`src/rtl/ef_i2s_dma_ctrl_pkg.sv`:
```
// Shared definitions for the EF_I2S receive-DMA controller.
//   state_e   : controller FSM states
//   SampleW   : width of one audio sample / bus word
//   WordBytes : bytes per bus word (ring stride)
package ef_i2s_dma_ctrl_pkg;

  typedef enum logic [1:0] {
    StIdle,
    StWait,
    StBurst,
    StFlush
  } state_e;

  localparam int unsigned SampleW   = 32;
  localparam int unsigned WordBytes = 4;

endpackage

```
`src/rtl/ef_i2s_dma_ctrl_if.sv`:
```
// Valid/ready write port from the DMA controller to the bus master adapter.
//   valid : write request valid (held until accepted)
//   addr  : byte address of the write
//   data  : write data
//   ready : adapter accepts the write when valid & ready
interface ef_i2s_dma_ctrl_if #(
  parameter int unsigned ADDR_W = 32
);
  logic              valid;
  logic [ADDR_W-1:0] addr;
  logic [31:0]       data;
  logic              ready;

  modport master (output valid, output addr, output data, input ready);
  modport slave  (input valid, input addr, input data, output ready);
endinterface

```
`src/rtl/ef_i2s_dma_ctrl_ring_idx.sv`:
```
// Ring-buffer word index: modulo counter plus half/wrap position detect.
//   clk, rst_n : clock, async active-low reset
//   clr        : sync clear of the index
//   step       : advance the index by one word
//   buf_words  : ring length in words (0 treated as 1)
//   idx        : current word index
//   at_half    : idx is the last word of the first half (only when length >= 2)
//   at_wrap    : idx is the last word of the ring
module ef_i2s_dma_ctrl_ring_idx #(
  parameter int unsigned IDX_W = 16
) (
  input  logic             clk,
  input  logic             rst_n,
  input  logic             clr,
  input  logic             step,
  input  logic [IDX_W-1:0] buf_words,
  output logic [IDX_W-1:0] idx,
  output logic             at_half,
  output logic             at_wrap
);

  localparam logic [IDX_W-1:0] One = IDX_W'(1);
  localparam logic [IDX_W-1:0] Two = IDX_W'(2);

  logic [IDX_W-1:0] len;
  logic [IDX_W-1:0] idx_q, idx_d;

  assign len = (buf_words == '0) ? One : buf_words;

  always_comb begin
    idx_d = idx_q;
    if (clr) begin
      idx_d = '0;
    end else if (step) begin
      // >= keeps the index inside the ring even if the length shrank
      idx_d = (idx_q >= len - One) ? '0 : idx_q + One;
    end
  end

  always_ff @(posedge clk or negedge rst_n) begin
    if (!rst_n) begin
      idx_q <= '0;
    end else begin
      idx_q <= idx_d;
    end
  end

  assign idx     = idx_q;
  assign at_half = (len >= Two) && (idx_q == (len >> 1) - One);
  assign at_wrap = (idx_q == len - One);

endmodule

```
`src/rtl/ef_i2s_dma_ctrl.sv`:
```
// EF_I2S receive-FIFO to circular-buffer DMA controller.
//   clk, rst_n       : clock, async active-low reset
//   en, clr          : enable; sync clear (idx, overrun, state)
//   base_addr        : ring byte base (bits [1:0] ignored)
//   buf_words        : ring length in words (0 -> 1)
//   burst_len        : burst size / level trigger (0 -> 1)
//   timeout          : idle cycles before partial flush (0 = off)
//   fifo_*           : EF_I2S FIFO status, data and read strobe
//   m                : valid/ready write port (master side)
//   wr_idx, busy     : next ring index, state != IDLE
//   half_irq/wrap_irq: 1-cycle pulses after the half/last ring word is accepted
//   overrun          : sticky FIFO-full-while-enabled flag
module ef_i2s_dma_ctrl
  import ef_i2s_dma_ctrl_pkg::*;
#(
  parameter int unsigned AW     = 4,
  parameter int unsigned ADDR_W = 32,
  parameter int unsigned IDX_W  = 16,
  parameter int unsigned TO_W   = 16
) (
  input  logic                      clk,
  input  logic                      rst_n,
  input  logic                      en,
  input  logic                      clr,
  input  logic [ADDR_W-1:0]         base_addr,
  input  logic [IDX_W-1:0]          buf_words,
  input  logic [AW-1:0]             burst_len,
  input  logic [TO_W-1:0]           timeout,
  input  logic                      fifo_empty,
  input  logic                      fifo_full,
  input  logic [AW-1:0]             fifo_level,
  input  logic [SampleW-1:0]        fifo_rdata,
  output logic                      fifo_rd,
  ef_i2s_dma_ctrl_if.master         m,
  output logic [IDX_W-1:0]          wr_idx,
  output logic                      busy,
  output logic                      half_irq,
  output logic                      wrap_irq,
  output logic                      overrun
);

  state_e              state_q, state_d;
  logic [TO_W-1:0]     to_cnt_q, to_cnt_d;
  logic [AW-1:0]       beat_cnt_q, beat_cnt_d;
  logic [AW-1:0]       blen;
  logic                valid_q;
  logic [ADDR_W-1:0]   addr_q;
  logic [SampleW-1:0]  data_q;
  logic                beat_half_q, beat_wrap_q;
  logic                half_q, wrap_q, overrun_q;
  logic                can_issue, fetch, accept, at_half, at_wrap;
  logic [IDX_W-1:0]    idx;
  logic [ADDR_W-1:0]   word_base;
  logic                unused_base;

  assign blen      = (burst_len == '0) ? AW'(1) : burst_len;
  assign word_base = {base_addr[ADDR_W-1:2], 2'b00};
  assign unused_base = ^base_addr[1:0];

  // No beat outstanding after this edge: slot empty or being accepted now
  assign can_issue = !valid_q || m.ready;
  assign fetch     = en && !clr && !fifo_empty && can_issue &&
                     (state_q == StBurst || state_q == StFlush);
  assign accept    = valid_q && m.ready && !clr;

  ef_i2s_dma_ctrl_ring_idx #(
    .IDX_W (IDX_W)
  ) u_ring_idx (
    .clk       (clk),
    .rst_n     (rst_n),
    .clr       (clr),
    .step      (fetch),
    .buf_words (buf_words),
    .idx       (idx),
    .at_half   (at_half),
    .at_wrap   (at_wrap)
  );

  always_comb begin
    state_d    = state_q;
    to_cnt_d   = '0;
    beat_cnt_d = '0;

    if (state_q == StWait && !fifo_empty) begin
      to_cnt_d = (to_cnt_q == '1) ? to_cnt_q : to_cnt_q + TO_W'(1);
    end
    if (state_q == StBurst) begin
      beat_cnt_d = fetch ? beat_cnt_q + AW'(1) : beat_cnt_q;
    end

    if (clr) begin
      state_d  = StIdle;
      to_cnt_d = '0;
      beat_cnt_d = '0;
    end else if (!en) begin
      if (can_issue) state_d = StIdle;
    end else begin
      unique case (state_q)
        StIdle: state_d = StWait;
        StWait: begin
          // fifo_level aliases to 0 when the FIFO is completely full
          if (fifo_full || fifo_level >= blen) begin
            state_d = StBurst;
          end else if (timeout != '0 && !fifo_empty && to_cnt_q >= timeout) begin
            state_d = StFlush;
          end
        end
        StBurst: begin
          if (fetch && beat_cnt_q == blen - AW'(1)) state_d = StWait;
        end
        StFlush: begin
          if (fifo_empty) state_d = StWait;
        end
        default: state_d = StIdle;
      endcase
    end
  end

  always_ff @(posedge clk or negedge rst_n) begin
    if (!rst_n) begin
      state_q    <= StIdle;
      to_cnt_q   <= '0;
      beat_cnt_q <= '0;
    end else begin
      state_q    <= state_d;
      to_cnt_q   <= to_cnt_d;
      beat_cnt_q <= beat_cnt_d;
    end
  end

  always_ff @(posedge clk or negedge rst_n) begin
    if (!rst_n) begin
      valid_q     <= 1'b0;
      addr_q      <= '0;
      data_q      <= '0;
      beat_half_q <= 1'b0;
      beat_wrap_q <= 1'b0;
      half_q      <= 1'b0;
      wrap_q      <= 1'b0;
      overrun_q   <= 1'b0;
    end else begin
      half_q <= accept && beat_half_q;
      wrap_q <= accept && beat_wrap_q;
      if (clr) begin
        valid_q   <= 1'b0;
        overrun_q <= 1'b0;
      end else begin
        if (en && fifo_full) overrun_q <= 1'b1;
        if (fetch) begin
          valid_q     <= 1'b1;
          addr_q      <= word_base + ADDR_W'(idx) * ADDR_W'(WordBytes);
          data_q      <= fifo_rdata;
          beat_half_q <= at_half;
          beat_wrap_q <= at_wrap;
        end else if (m.ready) begin
          valid_q <= 1'b0;
        end
      end
    end
  end

  assign fifo_rd  = fetch;
  assign m.valid  = valid_q;
  assign m.addr   = addr_q;
  assign m.data   = data_q;
  assign wr_idx   = idx;
  assign busy     = (state_q != StIdle);
  assign half_irq = half_q;
  assign wrap_irq = wrap_q;
  assign overrun  = overrun_q;

endmodule

```
`src/flat_wrapper.sv`:
```
// flat-port wrapper written by rule: the top's interface ports become plain ports
module ef_i2s_dma_ctrl_flat import ef_i2s_dma_ctrl_pkg::*;
#(
  parameter int unsigned AW     = 4,
  parameter int unsigned ADDR_W = 32,
  parameter int unsigned IDX_W  = 16,
  parameter int unsigned TO_W   = 16
)
  (clk, rst_n, en, clr, base_addr, buf_words, burst_len, timeout, fifo_empty, fifo_full, fifo_level, fifo_rdata, fifo_rd, wr_idx, busy, half_irq, wrap_irq, overrun, m_valid, m_addr, m_data, m_ready);
  ef_i2s_dma_ctrl_if #(.ADDR_W(ADDR_W)) m_i ();
  input  logic clk;
  input  logic rst_n;
  input  logic en;
  input  logic clr;
  input  logic [ADDR_W-1:0] base_addr;
  input  logic [IDX_W-1:0] buf_words;
  input  logic [AW-1:0] burst_len;
  input  logic [TO_W-1:0] timeout;
  input  logic fifo_empty;
  input  logic fifo_full;
  input  logic [AW-1:0] fifo_level;
  input  logic [SampleW-1:0] fifo_rdata;
  output logic fifo_rd;
  output logic [IDX_W-1:0] wr_idx;
  output logic busy;
  output logic half_irq;
  output logic wrap_irq;
  output logic overrun;
  output wire logic [$bits(m_i.valid)-1:0] m_valid;
  output wire logic [$bits(m_i.addr)-1:0] m_addr;
  output wire logic [$bits(m_i.data)-1:0] m_data;
  input wire logic [$bits(m_i.ready)-1:0] m_ready;
  assign m_valid = m_i.valid;
  assign m_addr = m_i.addr;
  assign m_data = m_i.data;
  assign m_i.ready = m_ready;
  ef_i2s_dma_ctrl #(.AW(AW), .ADDR_W(ADDR_W), .IDX_W(IDX_W), .TO_W(TO_W)) u_core (.clk(clk), .rst_n(rst_n), .en(en), .clr(clr), .base_addr(base_addr), .buf_words(buf_words), .burst_len(burst_len), .timeout(timeout), .fifo_empty(fifo_empty), .fifo_full(fifo_full), .fifo_level(fifo_level), .fifo_rdata(fifo_rdata), .fifo_rd(fifo_rd), .m(m_i), .wr_idx(wr_idx), .busy(busy), .half_irq(half_irq), .wrap_irq(wrap_irq), .overrun(overrun));
endmodule
```
`config.mk`:
```
export PLATFORM = sky130hd
export DESIGN_NAME = ef_i2s_dma_ctrl_flat
export DESIGN_NICKNAME = d
export VERILOG_FILES = /design/src/rtl/ef_i2s_dma_ctrl_pkg.sv /design/src/rtl/ef_i2s_dma_ctrl_if.sv /design/src/rtl/ef_i2s_dma_ctrl_ring_idx.sv /design/src/rtl/ef_i2s_dma_ctrl.sv /design/src/flat_wrapper.sv
export SDC_FILE = /design/constraint.sdc
export NUM_CORES = 1
export LEC_CHECK = 0
export BUFFER_PORTS_ARGS = -buffer_cell sky130_fd_sc_hd__buf_2
export CORE_UTILIZATION = 35
export CTS_BUF_LIST = sky130_fd_sc_hd__clkbuf_8 sky130_fd_sc_hd__clkbuf_16
export CTS_CLUSTER_DIAMETER = 40
export CTS_CLUSTER_SIZE = 12
export DETAILED_ROUTE_END_ITERATION = 12
export RECOVER_POWER = 25
export SYNTH_ARGS = -nofsm -noshare
export SYNTH_HDL_FRONTEND = slang
export SYNTH_SLANG_ARGS = --single-unit
```
`constraint.sdc`:
```
create_clock -name clk -period 7.1 [get_ports clk]
set_input_delay 1.42 -clock clk [delete_from_list [all_inputs] [get_ports clk]]
set_output_delay 1.42 -clock clk [all_outputs]
set_load 0.005 [all_outputs]
```
==> results of run 1 <==
-- cell type report --
cell class | count | area (um2)
fillers | 2082 | 11600
multi-input cells | 686 | 4380
flip-flops and latches | 106 | 2650
repair buffers | 196 | 977
well taps | 270 | 338
clock buffers | 10 | 239
inverters | 35 | 131
clock inverters | 6 | 81.3
-- worst paths after layout --
check                                     startpoint                       end  slack [ns]
max                                     buf_words[7]  u_core.u_ring_idx.idx[9]        1.73
min                                 u_core.m.data[7]          u_core.m.data[7]        0.47
max reg2reg                u_core.u_ring_idx.idx[13]         u_core.m.addr[30]        4.25
min reg2reg                         u_core.m.data[7]          u_core.m.data[7]        0.47
max in group asynchronous                      rst_n  u_core.u_ring_idx.idx[7]        3.73
min in group asynchronous                      rst_n          u_core.m.data[4]        1.57
-- state kept, by name (all words and copies together) (netlist names), 2 cells and up --
register               cells
u_core.m.addr             30
u_core.to_cnt_q           16
u_core.u_ring_idx.idx     16
u_core.beat_cnt_q          4
u_core.m.data             32
u_core.state_q             2
-- placed cells by master, fill, tap and decap left out, types with 4 or more instances in the layout --
cell / netlist / layout
xnor2_1: 36 / 36
nand2b_1: 12 / 12
a211oi_1: 5 / 5
a211o_1: 4 / 4
nor2_1: 49 / 49
and2_1: 4 / 4
nand3_2: 8 / 7
xor2_1: 40 / 40
nor2b_1: 11 / 11
or3_1: 6 / 6
or2_2: 4 / 4
buf_4: 3 / 4
clkbuf_16: 0 / 9
nand3_1: 23 / 23
nand2_1: 181 / 181
o21ai_1: 10 / 10
ha_1: 60 / 60
a21oi_1: 36 / 36
buf_2: 4 / 181
o211ai_1: 8 / 8
o31ai_1: 4 / 4
dfrtp_1: 106 / 106
clkbuf_1: 21 / 11
o21a_1: 6 / 6
nor3_1: 17 / 17
nor3b_1: 10 / 10
and3_1: 16 / 16
nand4_1: 13 / 13
o21ai_0: 48 / 48
nor4_1: 12 / 12
a21o_1: 16 / 16
inv_1: 35 / 37
-- cells by family (layout without fill, tap and decap cells) --
group,Yosys count,count (layout)
xor gates and xnor gates,76,76
DFF,106,106
other,1,2
muxes,3,3
adders and majority gates,61,61
AOI/OAI and AO/OA,158,158
buffers and inverters,67,247
and+or+nand+nor,386,386
-- per-stage QoR --
stage	cells	util, %
after floorplan	859	-
after global placement	1293	41.7
after detailed placement	1293	41.7
after CTS	1309	43.3
after global routing	1309	43.2
final	1309	43.2
-- worst max-delay path, delay by kind of cell --
family	cells	cell delay (ns)
compound gates	2	0.33
xor+xnor	1	0.10
fa+ha+maj	2	0.51
buf+inv	2	0.47
simple gates	12	2.77
-- power by group through the flow --
stage          clock [mW]  combinational [mW]  sequential (mW)
3_3_place_gp            0               0.219            0.676
6_report            0.542               0.218            0.665
5_1_grt             0.583               0.247            0.671
2_1_floorplan           0              0.0974            0.681
3_5_place_dp            0               0.223            0.677
4_1_cts             0.564               0.224            0.665
-- per-layer routing --
layer	track usage, %	vias to the layer above	wire (um)	share of wire [%]
met4	6.04	2	425	2.3
met3	2.34	27	693	3.7
met2	27.9	155	8420	45
met1	25.1	2971	9290	49
met5	0	-	8	0.042
li1	-	3318	-	-
==> results.yml, run 1 <==
clock_network:
  cts_tree: "yes"
  cts_buffers: 9
  cts_resized: 0
  root_buffer: "clkbuf_16"
  cts_setup_buffers: 0
  path_clk_slew_ns: 0.08
  cts-hold-fix-buffers: 0
  htree_levels: 3
  insertion_delay_ns: 0.35
  clockBufferDepth: 2
  cts.sinks: 106
worst_setup_path:
  crit_type: "in -> reg"
  crit_path_max_fanout: 17
  critical_path.slowest_cell: "nor3b_1"
  crit_required_ns: 7.35
  reg2reg_depth: 8
  cp.arrival_ns: 5.61
  end_kind: "register"
  max_stage_delay_ns: 0.55
  crit_chain: "buf_2 > nor4_1 > nand4_1 > nor3_2 > nor2_1 > ha_1 > nor3b_1 > nand2_1 > nor3_1 > xnor2_1 > ha_1 > and3_1 > nand4_1 > or3_1 > nor4b_1 > nand3_1 > buf_4 > o21ai_0 > a21o_1"
  crit_path_start_kind: "input pin"
power_and_ir_drop:
  peakVddDrop_uv: 134
  powerDensity_nw_per_um2: 162
  p_int_mw: 1.06
  seq_power_share_pct: 46.7
  swShare_pct: 25.8
  leakage_nw: 4.53
  combPwrFrac_pct: 15.3
  power_mw: 1.42
  p_sw_uw: 367
  clkPwrFrac_pct: 38.0
logic_synthesis:
  synthSimpleGateAreaFrac_pct: 25.9
  syn-cell-area_um2: 7310
  ys_ff_latch: 106
  synth_area_leader_cell: "dfrtp_1"
  synth_xor_xnor_area_share_pct: 9.10
  synthTopCellsByArea: "dfrtp_1 (36%), ha_1 (10%), nand2_1 (9.3%)"
  yosys_warnings: 0
  ys_seq_area_share_pct: 36.3
  dominantRegCellSynth: "dfrtp_1"
  synthTopCellsByCount: "nand2_1 (181), dfrtp_1 (106), ha_1 (60)"
  synth-compound-area-share_pct: 13.8
  synth_top_cell_area_share_pct: 36.3
  synth_fa_ha_area_share_pct: 10.5
  syn_inst: 858
  synth.most_common_cell: "nand2_1"
  synth_top_family_by_area: "simple AND/OR/NAND/NOR gates"
  synthArstFlopShare_pct: 100
  synth_cell_types: 69
  syn_area_per_cell_um2: 8.52
  muxShareOfSynthArea_pct: 0.428
  synth_edf_count: 0
grt:
  grt_max_degree: 98
  grtUsageTotal_pct: 17.8
  grt_pass1_wl_um: 30700
  grt_pass1_vias: 6069
  antenna_found_initial: 2
  grt-ovfl-total: 0
detailed_routing:
  drt-total-wl_um: 18800
  drt_iter0_markers: 272
  vias: 6473
  ant_nets: 0
  first_pass_iters: 4
  route.detailed.drc: 0
  vias_per_cell: 4.94
  wl_per_cell_um: 14.4
sta:
  layout_min_cycle_time_ns: 5.37
  fin_crit_sh_pct: 75.6
  fin_tns_setup_ns: 0
  setup_violations: 0
  grt_setup_unrepaired: "false"
  worst-slew-pin-transition_ns: 1.84
  slew_headroom_pct: -22.7
  skew_ns: 0.00917
  hold_violations: 0
  whs_ns: 0.466
  max_clock_freq_mhz: 186
  fin_ws_ns: 1.73
  finalMaxSlewViolations: 35
placement:
  portBuffers: 192
  dp_hpwl_um: 14600
  gp_congestion: 0.907
  dp_slack_ns: 1.30
  placed_area_um2: 8500
layout:
  diodes: 0
  drive_gt1_share_pct: 21.5
  nets: 1206
  syn_to_final_growth_pct: 20.3
  final_cell_area_um2: 8800
die:
  rows: 52
  dieArea_um2: 21500
  die_y_um: 147
  coreArea_um2: 20400
  dieWidth_um: 147
  initial_utilization_pct: 35.9
  ioPinCount: 197
run:
  max-cap-violations: 1
run_status:
  outcome: "complete, but fails checks"
  violations: "capacitance limit, slew limit"
worst_hold_path:
  hold_path_class: "reg -> reg"
  whs_path_depth: 2
Note: power is estimated with default switching activity, not from simulation.
==> run 2, diff against run 1 <==
Settings changed: ABC_AREA set to 1.
Clock period 7.1 ns to 4.88 ns, I/O delays scaled along.
==> results.yml, run 2 <==
logic_synthesis:
  synthArstFlopShare_pct: 100
  synth_area_leader_cell: "dfrtp_1"
  syn-cell-area_um2: 8080
  dominantRegCellSynth: "dfrtp_1"
  synthTopCellsByCount: "nand2_1 (378), inv_1 (138), dfrtp_1 (106)"
  syn_area_per_cell_um2: 7.09
  synth.most_common_cell: "nand2_1"
  synthTopCellsByArea: "dfrtp_1 (33%), nand2_1 (18%), ha_1 (9.3%)"
  yosys_warnings: 0
  ys_ff_latch: 106
  ys_seq_area_share_pct: 32.8
  synth_cell_types: 49
  synth_top_cell_area_share_pct: 32.8
  synth_edf_count: 0
  syn_inst: 1139
detailed_routing:
  wl_per_cell_um: 14.2
  drt-total-wl_um: 22900
  vias: 7816
  ant_nets: 0
  route.detailed.drc: 0
  first_pass_iters: 5
  drt_iter0_markers: 349
  vias_per_cell: 4.84
die:
  rows: 55
  dieArea_um2: 23700
  initial_utilization_pct: 35.7
  coreArea_um2: 22600
  die_y_um: 154
  dieWidth_um: 154
  ioPinCount: 197
layout:
  drive_gt1_share_pct: 20.3
  final_cell_area_um2: 9620
  final_common_cell: "nand2_1"
  largest_register_ffs: 32
  final_cell_mix: "nand2_1 (378), buf_2 (190), inv_1 (138)"
  syn_to_final_growth_pct: 19.1
  nets: 1497
  diodes: 0
sta:
  fin_tns_setup_ns: 0
  fin_ws_ns: 1.04
  worst-slew-pin-transition_ns: 2.08
  setup_violations: 0
  fin_crit_sh_pct: 78.7
  layout_min_cycle_time_ns: 3.84
  hold_violations: 0
  max_clock_freq_mhz: 260
  grt_setup_unrepaired: "false"
  slew_headroom_pct: -38.4
  finalMaxSlewViolations: 69
  skew_ns: 0.0160
clock_network:
  insertion_delay_ns: 0.37
  htree_levels: 3
  cts_tree: "yes"
  path_clk_slew_ns: 0.08
  root_buffer: "clkbuf_16"
  clockBufferDepth: 2
  cts-hold-fix-buffers: 0
  cts.sinks: 106
  cts_setup_buffers: 0
  cts_resized: 0
  cts_buffers: 9
worst_setup_path:
  timing.critical_path.mode_cell: "clkbuf_1"
  crit_path_max_fanout: 34
  critPathTopFamily: "buffers and inverters"
  max_stage_delay_ns: 1.57
  crit_path_start_kind: "input pin"
  crit_type: "in -> async"
  end_kind: "asynchronous set/reset pin"
  cp.arrival_ns: 3.90
  crit_required_ns: 4.94
  critPathBufInv: 2
  crit_chain: "clkbuf_1 > clkbuf_1"
  critical_path.slowest_cell: "clkbuf_1"
placement:
  portBuffers: 192
  dp_slack_ns: 0.794
  dp_hpwl_um: 17900
  gp_congestion: 0.909
  placed_area_um2: 9320
worst_hold_path:
  hold_path_class: "reg -> reg"
run_status:
  violations: "capacitance limit, slew limit"
  outcome: "complete, but fails checks"
grt:
  grtUsageTotal_pct: 19.6
  grt_pass1_vias: 7312
  grt_pass1_wl_um: 37000
  antenna_found_initial: 0
  grt-ovfl-total: 0
  grt_max_degree: 42
power_and_ir_drop:
  powerDensity_nw_per_um2: 225
  peakVddDrop_uv: 134
  leakage_nw: 5.29
run:
  max-cap-violations: 2
[run 2: through the flow]
stage | power, mW | std cells | util (%) | hold slack [ns]
after detailed placement | 1.40 | 1599 | 41.2 | 0.453
after floorplan | 1.20 | 1140 | - | 0.449
final | 2.17 | 1615 | 42.5 | 0.469
after CTS | 2.20 | 1615 | 42.6 | 0.474
after global routing | 2.28 | 1615 | 42.5 | 0.491
after global placement | 1.40 | 1599 | 41.2 | 0.450
[run 2: kinds of logic (layout without fill, tap and decap cells)]
group	after synthesis	in the layout	synth area share, %
and+or+nand+nor	626	626	33.6
buffers and inverters	165	355	8.16
AOI/OAI and AO/OA	125	125	9.82
DFF	106	106	32.8
adders and majority gates	61	61	9.54
xor gates and xnor gates	55	55	5.96
other	1	2	0.0464
[run 2: layer usage]
layer  share of wire, %  up-vias  global-route usage, %
met5                  0        -                      0
met4                2.1        0                   6.57
met3                4.1       34                   2.25
met2                 45      216                   32.2
met1                 48     3536                   26.6
li1                   -     4030                      -
[run 2: report_power, final]
part | switching [mW] | total (mW) | internal, mW
sequential | 0.0393 | 0.993 | 0.954
combinational | 0.225 | 0.387 | 0.162
clock | 0.412 | 0.786 | 0.373
total | 0.676 | 2.17 | 1.49
[run 2: cell type report]
class | instances | area (um2)
tap | 285 | 357
clock buffer | 9 | 225
fill | 2373 | 13000
sequential | 106 | 2650
multi-input combinational | 869 | 4770
inverter | 141 | 529
clock inverter | 7 | 91.3
timing repair buffer | 198 | 997
[run 2: worst paths after layout]
check	startpoint	end	slack, ns	cells past startpoint
min in group asynchronous	rst_n	u_core.m.data[16]	1.10	1
max reg2reg	u_core.u_ring_idx.idx[0]	u_core.m.addr[22]	2.29	14
min	u_core.m.data[7]	u_core.m.data[7]	0.47	2
max	rst_n	u_core.u_ring_idx.idx[3]	1.04	2
min reg2reg	u_core.m.data[7]	u_core.m.data[7]	0.47	2
max in group clk	buf_words[4]	u_core.u_ring_idx.idx[15]	1.15	21
